**config.mk**
```make
export PLATFORM = sky130hd
export DESIGN_NAME = tron_input_ctrl
export DESIGN_NICKNAME = d
export VERILOG_FILES = /design/src/rtl/tron_input_ctrl_pkg.sv /design/src/rtl/tron_input_ctrl_dir_queue.sv /design/src/rtl/tron_input_ctrl.sv
export SDC_FILE = /design/constraint.sdc
export NUM_CORES = 1
export LEC_CHECK = 0
export CORE_MARGIN = 3
export CORE_UTILIZATION = 24
export DETAILED_ROUTE_END_ITERATION = 16
export HOLD_SLACK_MARGIN = 0.08
export PLACE_DENSITY = 0.47
export SYNTH_ARGS = -nofsm -noshare
export SYNTH_HDL_FRONTEND = slang
export SYNTH_SLANG_ARGS = --single-unit
```
**constraint.sdc**
```tcl
create_clock -name clock -period 2.4 [get_ports clock]
set_input_delay 0.48 -clock clock [delete_from_list [all_inputs] [get_ports clock]]
set_output_delay 0.48 -clock clock [all_outputs]
set_load 0.1 [all_outputs]
```
**src/rtl/tron_input_ctrl_pkg.sv**
```systemverilog
// Shared Tron input types: directions, PS/2 prefix bytes, per-player keymap and start directions.
package tron_input_ctrl_pkg;

  typedef enum logic [1:0] {
    UP    = 2'd0,
    RIGHT = 2'd1,
    DOWN  = 2'd2,
    LEFT  = 2'd3
  } dir_t;

  typedef enum logic [1:0] {
    ST_IDLE    = 2'd0,
    ST_EXT     = 2'd1,
    ST_BRK     = 2'd2,
    ST_EXT_BRK = 2'd3
  } prefix_t;

  typedef struct packed {
    logic [7:0] code;
    logic       ext;
  } key_t;

  localparam logic [7:0] PS2_EXT   = 8'hE0;
  localparam logic [7:0] PS2_BRK   = 8'hF0;
  localparam logic [7:0] PS2_SPACE = 8'h29;

  localparam int unsigned MAX_PLAYERS = 4;
  localparam int unsigned NUM_KEYS    = 4;

  // Column order of KEYMAP rows
  localparam dir_t KEY_DIR [NUM_KEYS] = '{UP, DOWN, LEFT, RIGHT};

  localparam key_t KEYMAP [MAX_PLAYERS][NUM_KEYS] = '{
    '{'{8'h1D, 1'b0}, '{8'h1B, 1'b0}, '{8'h1C, 1'b0}, '{8'h23, 1'b0}},
    '{'{8'h75, 1'b1}, '{8'h72, 1'b1}, '{8'h6B, 1'b1}, '{8'h74, 1'b1}},
    '{'{8'h43, 1'b0}, '{8'h42, 1'b0}, '{8'h3B, 1'b0}, '{8'h4B, 1'b0}},
    '{'{8'h75, 1'b0}, '{8'h72, 1'b0}, '{8'h6B, 1'b0}, '{8'h74, 1'b0}}
  };

  localparam dir_t DEFAULT_DIR [MAX_PLAYERS] = '{RIGHT, LEFT, DOWN, UP};

  // Encoding places opposites two apart, so flipping the MSB reverses a direction
  function automatic dir_t opposite(input dir_t d);
    return dir_t'({~d[1], d[0]});
  endfunction

endpackage

```
**src/rtl/tron_input_ctrl_dir_queue.sv**
```systemverilog
// Per-player circular FIFO of pending turns; rejects duplicates and reversals of ref_dir.
module dir_queue
  import tron_input_ctrl_pkg::*;
#(
  parameter int unsigned DEPTH = 2
) (
  input  logic                       clock,
  input  logic                       reset,
  input  logic                       push,
  input  dir_t                       push_dir,
  input  dir_t                       ref_dir,
  input  logic                       pop,
  input  logic                       flush,
  output dir_t                       head,
  output dir_t                       tail,
  output logic [$clog2(DEPTH+1)-1:0] count
);

  localparam int unsigned PTR_W = (DEPTH > 1) ? $clog2(DEPTH) : 1;
  localparam int unsigned CNT_W = $clog2(DEPTH + 1);

  dir_t             mem [DEPTH];
  dir_t             tail_q;
  logic [PTR_W-1:0] rd_ptr;
  logic [PTR_W-1:0] wr_ptr;
  logic [CNT_W-1:0] cnt;
  logic             accept_c;
  logic             do_pop_c;

  function automatic logic [PTR_W-1:0] next_ptr(input logic [PTR_W-1:0] p);
    return (p == PTR_W'(DEPTH - 1)) ? '0 : PTR_W'(p + PTR_W'(1));
  endfunction

  // Full is judged on the pre-pop count, so a push into a full queue drops even on a tick
  always_comb begin
    do_pop_c = pop && (cnt != '0);
    accept_c = push
            && (push_dir != ref_dir)
            && (push_dir != opposite(ref_dir))
            && (cnt < CNT_W'(DEPTH));
  end

  always_ff @(posedge clock or posedge reset) begin
    if (reset) begin
      rd_ptr <= '0;
      wr_ptr <= '0;
      cnt    <= '0;
      tail_q <= UP;
      for (int unsigned i = 0; i < DEPTH; i++) mem[i] <= UP;
    end else if (flush) begin
      rd_ptr <= '0;
      wr_ptr <= '0;
      cnt    <= '0;
    end else begin
      if (accept_c) begin
        mem[wr_ptr] <= push_dir;
        wr_ptr      <= next_ptr(wr_ptr);
        tail_q      <= push_dir;
      end
      if (do_pop_c) rd_ptr <= next_ptr(rd_ptr);
      case ({accept_c, do_pop_c})
        2'b10:   cnt <= CNT_W'(cnt + CNT_W'(1));
        2'b01:   cnt <= CNT_W'(cnt - CNT_W'(1));
        default: cnt <= cnt;
      endcase
    end
  end

  assign head  = mem[rd_ptr];
  assign tail  = tail_q;
  assign count = cnt;

endmodule

```
**src/rtl/tron_input_ctrl.sv**
```systemverilog
// PS/2 byte stream to per-player Tron directions: prefix decode, keymap match, turn queues, restart.
module tron_input_ctrl
  import tron_input_ctrl_pkg::*;
#(
  parameter int unsigned NUM_PLAYERS = 2,
  parameter int unsigned QUEUE_DEPTH = 2
) (
  input  logic                   clock,
  input  logic                   reset,
  input  logic                   code_new,
  input  logic [7:0]             code,
  input  logic                   tick,
  output dir_t [NUM_PLAYERS-1:0] dir,
  output logic                   restart
);

  localparam int unsigned CNT_W = $clog2(QUEUE_DEPTH + 1);

  prefix_t          state;
  logic             code_new_q;
  logic             strobe_c;
  logic             prefix_byte_c;
  logic             key_evt_c;
  logic             ev_ext_c;
  logic             ev_brk_c;
  logic             space_evt_c;
  logic             pop_c;
  logic             push_c     [NUM_PLAYERS];
  dir_t             push_dir_c [NUM_PLAYERS];
  dir_t             ref_dir_c  [NUM_PLAYERS];
  dir_t             q_head     [NUM_PLAYERS];
  dir_t             q_tail     [NUM_PLAYERS];
  logic [CNT_W-1:0] q_count    [NUM_PLAYERS];

  // Byte decode: a key event is any non-prefix byte, qualified by the accumulated prefixes
  always_comb begin
    strobe_c      = code_new && !code_new_q;
    prefix_byte_c = (code == PS2_EXT) || (code == PS2_BRK);
    key_evt_c     = strobe_c && !prefix_byte_c;
    ev_ext_c      = (state == ST_EXT) || (state == ST_EXT_BRK);
    ev_brk_c      = (state == ST_BRK) || (state == ST_EXT_BRK);
    space_evt_c   = key_evt_c && ev_brk_c && !ev_ext_c && (code == PS2_SPACE);
    pop_c         = tick && !space_evt_c;
  end

  // Keymap match for make events; reference is the newest queued turn, else the live direction
  always_comb begin
    for (int unsigned p = 0; p < NUM_PLAYERS; p++) begin
      push_c[p]     = 1'b0;
      push_dir_c[p] = UP;
      ref_dir_c[p]  = (q_count[p] == '0) ? dir[p] : q_tail[p];
      if (key_evt_c && !ev_brk_c) begin
        for (int unsigned k = 0; k < NUM_KEYS; k++) begin
          if ((code == KEYMAP[p][k].code) && (ev_ext_c == KEYMAP[p][k].ext)) begin
            push_c[p]     = 1'b1;
            push_dir_c[p] = KEY_DIR[k];
          end
        end
      end
    end
  end

  // Prefix FSM, byte edge register and restart pulse
  always_ff @(posedge clock or posedge reset) begin
    if (reset) begin
      state      <= ST_IDLE;
      code_new_q <= 1'b0;
      restart    <= 1'b0;
    end else begin
      code_new_q <= code_new;
      restart    <= space_evt_c;
      if (strobe_c) begin
        if (code == PS2_EXT) begin
          state <= ST_EXT;
        end else if (code == PS2_BRK) begin
          state <= ev_ext_c ? ST_EXT_BRK : ST_BRK;
        end else begin
          state <= ST_IDLE;
        end
      end
    end
  end

  // Live directions: restart restores defaults and overrides a coincident tick
  always_ff @(posedge clock or posedge reset) begin
    if (reset) begin
      for (int unsigned p = 0; p < NUM_PLAYERS; p++) dir[p] <= DEFAULT_DIR[p];
    end else if (space_evt_c) begin
      for (int unsigned p = 0; p < NUM_PLAYERS; p++) dir[p] <= DEFAULT_DIR[p];
    end else if (tick) begin
      for (int unsigned p = 0; p < NUM_PLAYERS; p++) begin
        if (q_count[p] != '0) dir[p] <= q_head[p];
      end
    end
  end

  for (genvar g = 0; g < NUM_PLAYERS; g++) begin : g_queue
    dir_queue #(
      .DEPTH (QUEUE_DEPTH)
    ) u_dir_queue (
      .clock    (clock),
      .reset    (reset),
      .push     (push_c[g]),
      .push_dir (push_dir_c[g]),
      .ref_dir  (ref_dir_c[g]),
      .pop      (pop_c),
      .flush    (space_evt_c),
      .head     (q_head[g]),
      .tail     (q_tail[g]),
      .count    (q_count[g])
    );
  end

endmodule

```
==> impl_metrics.env <==
export IMPL_grt_first_pass_wirelength_um=5480
export IMPL_synth_xor_area_share_pct=4.42
export IMPL_n_antenna_cell=0
export IMPL_drive_gt1_share_pct=38.2
export IMPL_clock_skew_ns=0.00668
export IMPL_gr_usage_all_layers_pct=10.5
export IMPL_dp_cells=245
export IMPL_synth_cell_types=42
export IMPL_min_from="dir[3]"
export IMPL_ant_nets=0
export IMPL_path_class="primary input to register"
export IMPL_post_dp_cell_area_um2=1810
export IMPL_endpoint_kind="register"
export IMPL_hp_class="register to register"
export IMPL_drc_errors=0
export IMPL_critPathArrivalTime_ns=2.50
export IMPL_reg2reg_to="g_queue[0].u_dir_queue.count[1]"
export IMPL_ys_seq_area_share_pct=47.2
export IMPL_p_leak_nw=0.895
export IMPL_dieHeight_um=82
export IMPL_syn_area_um2=1390
export IMPL_nets=192
export IMPL_io_pins=17
export IMPL_overflow=0
export IMPL_core_area_um2=5540
export IMPL_fin_crit_sh_pct=97.1
export IMPL_cp_max_fo=2
export IMPL_clk_pin_slew_worst_paths_ns=0.10
export IMPL_ir_drop_mv=0.233
export IMPL_die_w_um=82
export IMPL_status="finished clean"
export IMPL_maxCapViolCount=0
export IMPL_setup_viol=0
export IMPL_syn_inst=133
export IMPL_area_growth_synth_to_final_pct=40.4
export IMPL_hold_ws_ns=0.512
export IMPL_cts_tree="built"
export IMPL_synthArstFlopShare_pct=100
export IMPL_syn_area_per_cell_um2=10.4
export IMPL_final_common_cell="buf_4"
export IMPL_vias_per_cell=4.53
export IMPL_reg2regPathDepth=10
export IMPL_finalCriticalPeriod_ns=2.33
export IMPL_power_mw=1.10
export IMPL_wl_per_cell_um=12.7
export IMPL_antenna_found_initial=0
export IMPL_hpwl_um=2450
export IMPL_critical_path_required_ns=2.57
export IMPL_dp_slack_ns=-0.493
export IMPL_cts_sinks=26
export IMPL_synth_edf_count=0
export IMPL_clk_path_buf_depth=2
export IMPL_routed_via_count=1132
export IMPL_r2r_setup_slack_ns=0.23
export IMPL_gp_congestion=0.850
export IMPL_grt_max_degree=27
export IMPL_ys_ff_latch=26
export IMPL_worstHoldPathCells=2
export IMPL_wirelength_um=3170
export IMPL_reg2reg_from="state[1]"
export IMPL_initial_core_util_pct=25.0
export IMPL_hold_viol=0
export IMPL_io_buffers=16
export IMPL_drt_pass1_iterations=4
export IMPL_synth_simple_gate_area_share_pct=22.3
export IMPL_post_layout_nonfiller_instances=250
export IMPL_synth_compound_area_share_pct=8.75
export IMPL_cts_hold_buf=0
export IMPL_rows=27
export IMPL_worst_slack_ns=0.0693
export IMPL_synth_warnings=0
export IMPL_muxShareOfSynthArea_pct=13.3
export IMPL_start_kind="primary input"
export IMPL_min_to="dir[3]"
export IMPL_synth_fa_ha_area_share_pct=0.903
export IMPL_root_buffer="clkbuf_8"
export IMPL_max_slew_margin_pct=60.1
export IMPL_fin_area_um2=1950
export IMPL_synth_top_family_by_area="simple AND/OR/NAND/NOR gates"
export IMPL_drt_iter0_drc=39
export IMPL_fmax_ghz=0.429
export IMPL_syn_nets=146
export IMPL_powerDensity_nw_per_um2=564
export IMPL_insertion_delay_ns=0.27
export IMPL_grt_pass1_vias=1213
export IMPL_synthFlopType="dfrtp_1"
export IMPL_die_area_um2=6720
export IMPL_mostFrequentLayoutCells="33 x buf_4, 23 x dfrtp_1, 15 x nor2_1, 11 x mux2_2, 9 x nand2_1"
export IMPL_max_slew_worst_pin_slew_ns=0.592
export IMPL_cts_buffers=3
export IMPL_cts_max_level=1
export IMPL_slew_violations=0
logic make-up after synthesis:
family          count (synthesis)
xor+xnor                        7
mux                            17
fa+ha+maj                       1
flops                          26
simple gates                   55
buf+inv                         8
compound gates                 19
power by group:
part           switching [mW]  total, mW  internal, mW
clock                   0.145      0.368         0.223
combinational          0.0935      0.213         0.119
sequential             0.0461      0.518         0.472
stage by stage:
step | setup TNS, ns | utilization (%)
floorplan | -0.0187 | -
global placement | -3.64 | 32.7
finish | 0 | 35.1
CTS | -0.00478 | 34.6
detailed placement | -4.43 | 32.7
global route | -0.0198 | 35.1
synth_stat cells (2+ instances only):
master / number / area share [%]
nand2_1: 9 / 2.4
nor4_1: 3 / 1.4
and3b_1: 2 / 1.3
inv_1: 4 / 1.1
mux2_2: 11 / 8.9
nor3b_1: 2 / 1.1
a21oi_1: 4 / 1.4
or4_1: 2 / 1.1
xnor2_1: 3 / 1.9
and3_1: 2 / 0.90
nor3_1: 2 / 0.72
mux2i_1: 6 / 4.3
dfstp_2: 3 / 5.7
nand3b_1: 2 / 1.1
dfrtp_1: 23 / 42
xor2_1: 4 / 2.5
nand2b_1: 4 / 1.8
nor2_1: 16 / 4.3
o21bai_1: 2 / 1.1
o211ai_1: 3 / 1.6
o21ai_0: 5 / 1.8
worst max-delay path, cell delays in order:
cell,delay [ns]
clkdlybuf4s50_1,0.42
or3_4,0.35
or4_4,0.52
clkinv_4,0.06
nor2_1,0.04
ha_2,0.20
xnor2_2,0.13
nor2_2,0.12
xnor2_1,0.12
nor2_1,0.06
how the worst max path moves through the flow:
| stage | to | depth (start not counted) | from |
|---|---|---|---|
| after floorplan | g_queue[0].u_dir_queue.count[1] | 11 | code[1] |
| after CTS | g_queue[0].u_dir_queue.count[1] | 9 | code[7] |
| after detailed placement | g_queue[0].u_dir_queue.count[1] | 11 | code[5] |
| after global routing | g_queue[0].u_dir_queue.count[1] | 11 | code[3] |
| final | g_queue[0].u_dir_queue.count[1] | 10 | code[7] |
| after global placement | g_queue[0].u_dir_queue.count[1] | 11 | code[5] |
cell type report:
cell class	instances	area [um^2]
clock inverters	1	30.0
well taps	72	90.1
repair buffers	44	350
multi-input cells	99	757
inverters	5	23.8
flip-flops and latches	26	654
fillers	582	3590
clock buffers	3	41.3
registers in the layout (all words and copies together), names as in the netlist:
signal                      cells
state                           2
g_queue.u_dir_queue.mem         8
g_queue.u_dir_queue.tail        2
code_new_q                      1
g_queue.u_dir_queue.rd_ptr      2
g_queue.u_dir_queue.count       4
dir                             4
g_queue.u_dir_queue.wr_ptr      2
restart                         1
metal layers:
layer	share of wire (%)	wire, um	vias up	GRT usage (%)
met4	1.0	33	0	3.99
met1	46	1470	547	13.2
met5	0	0	-	0
met3	2.9	91	2	1.43
met2	50	1570	17	18.2
li1	-	-	566	-
timing repair:
item	in CTS	in global routing
gates resized for setup	10	16
endpoints found under the setup margin	7	12
buffers inserted	0	1
pin swaps	7	12
Power figures use the tool's default switching activity.
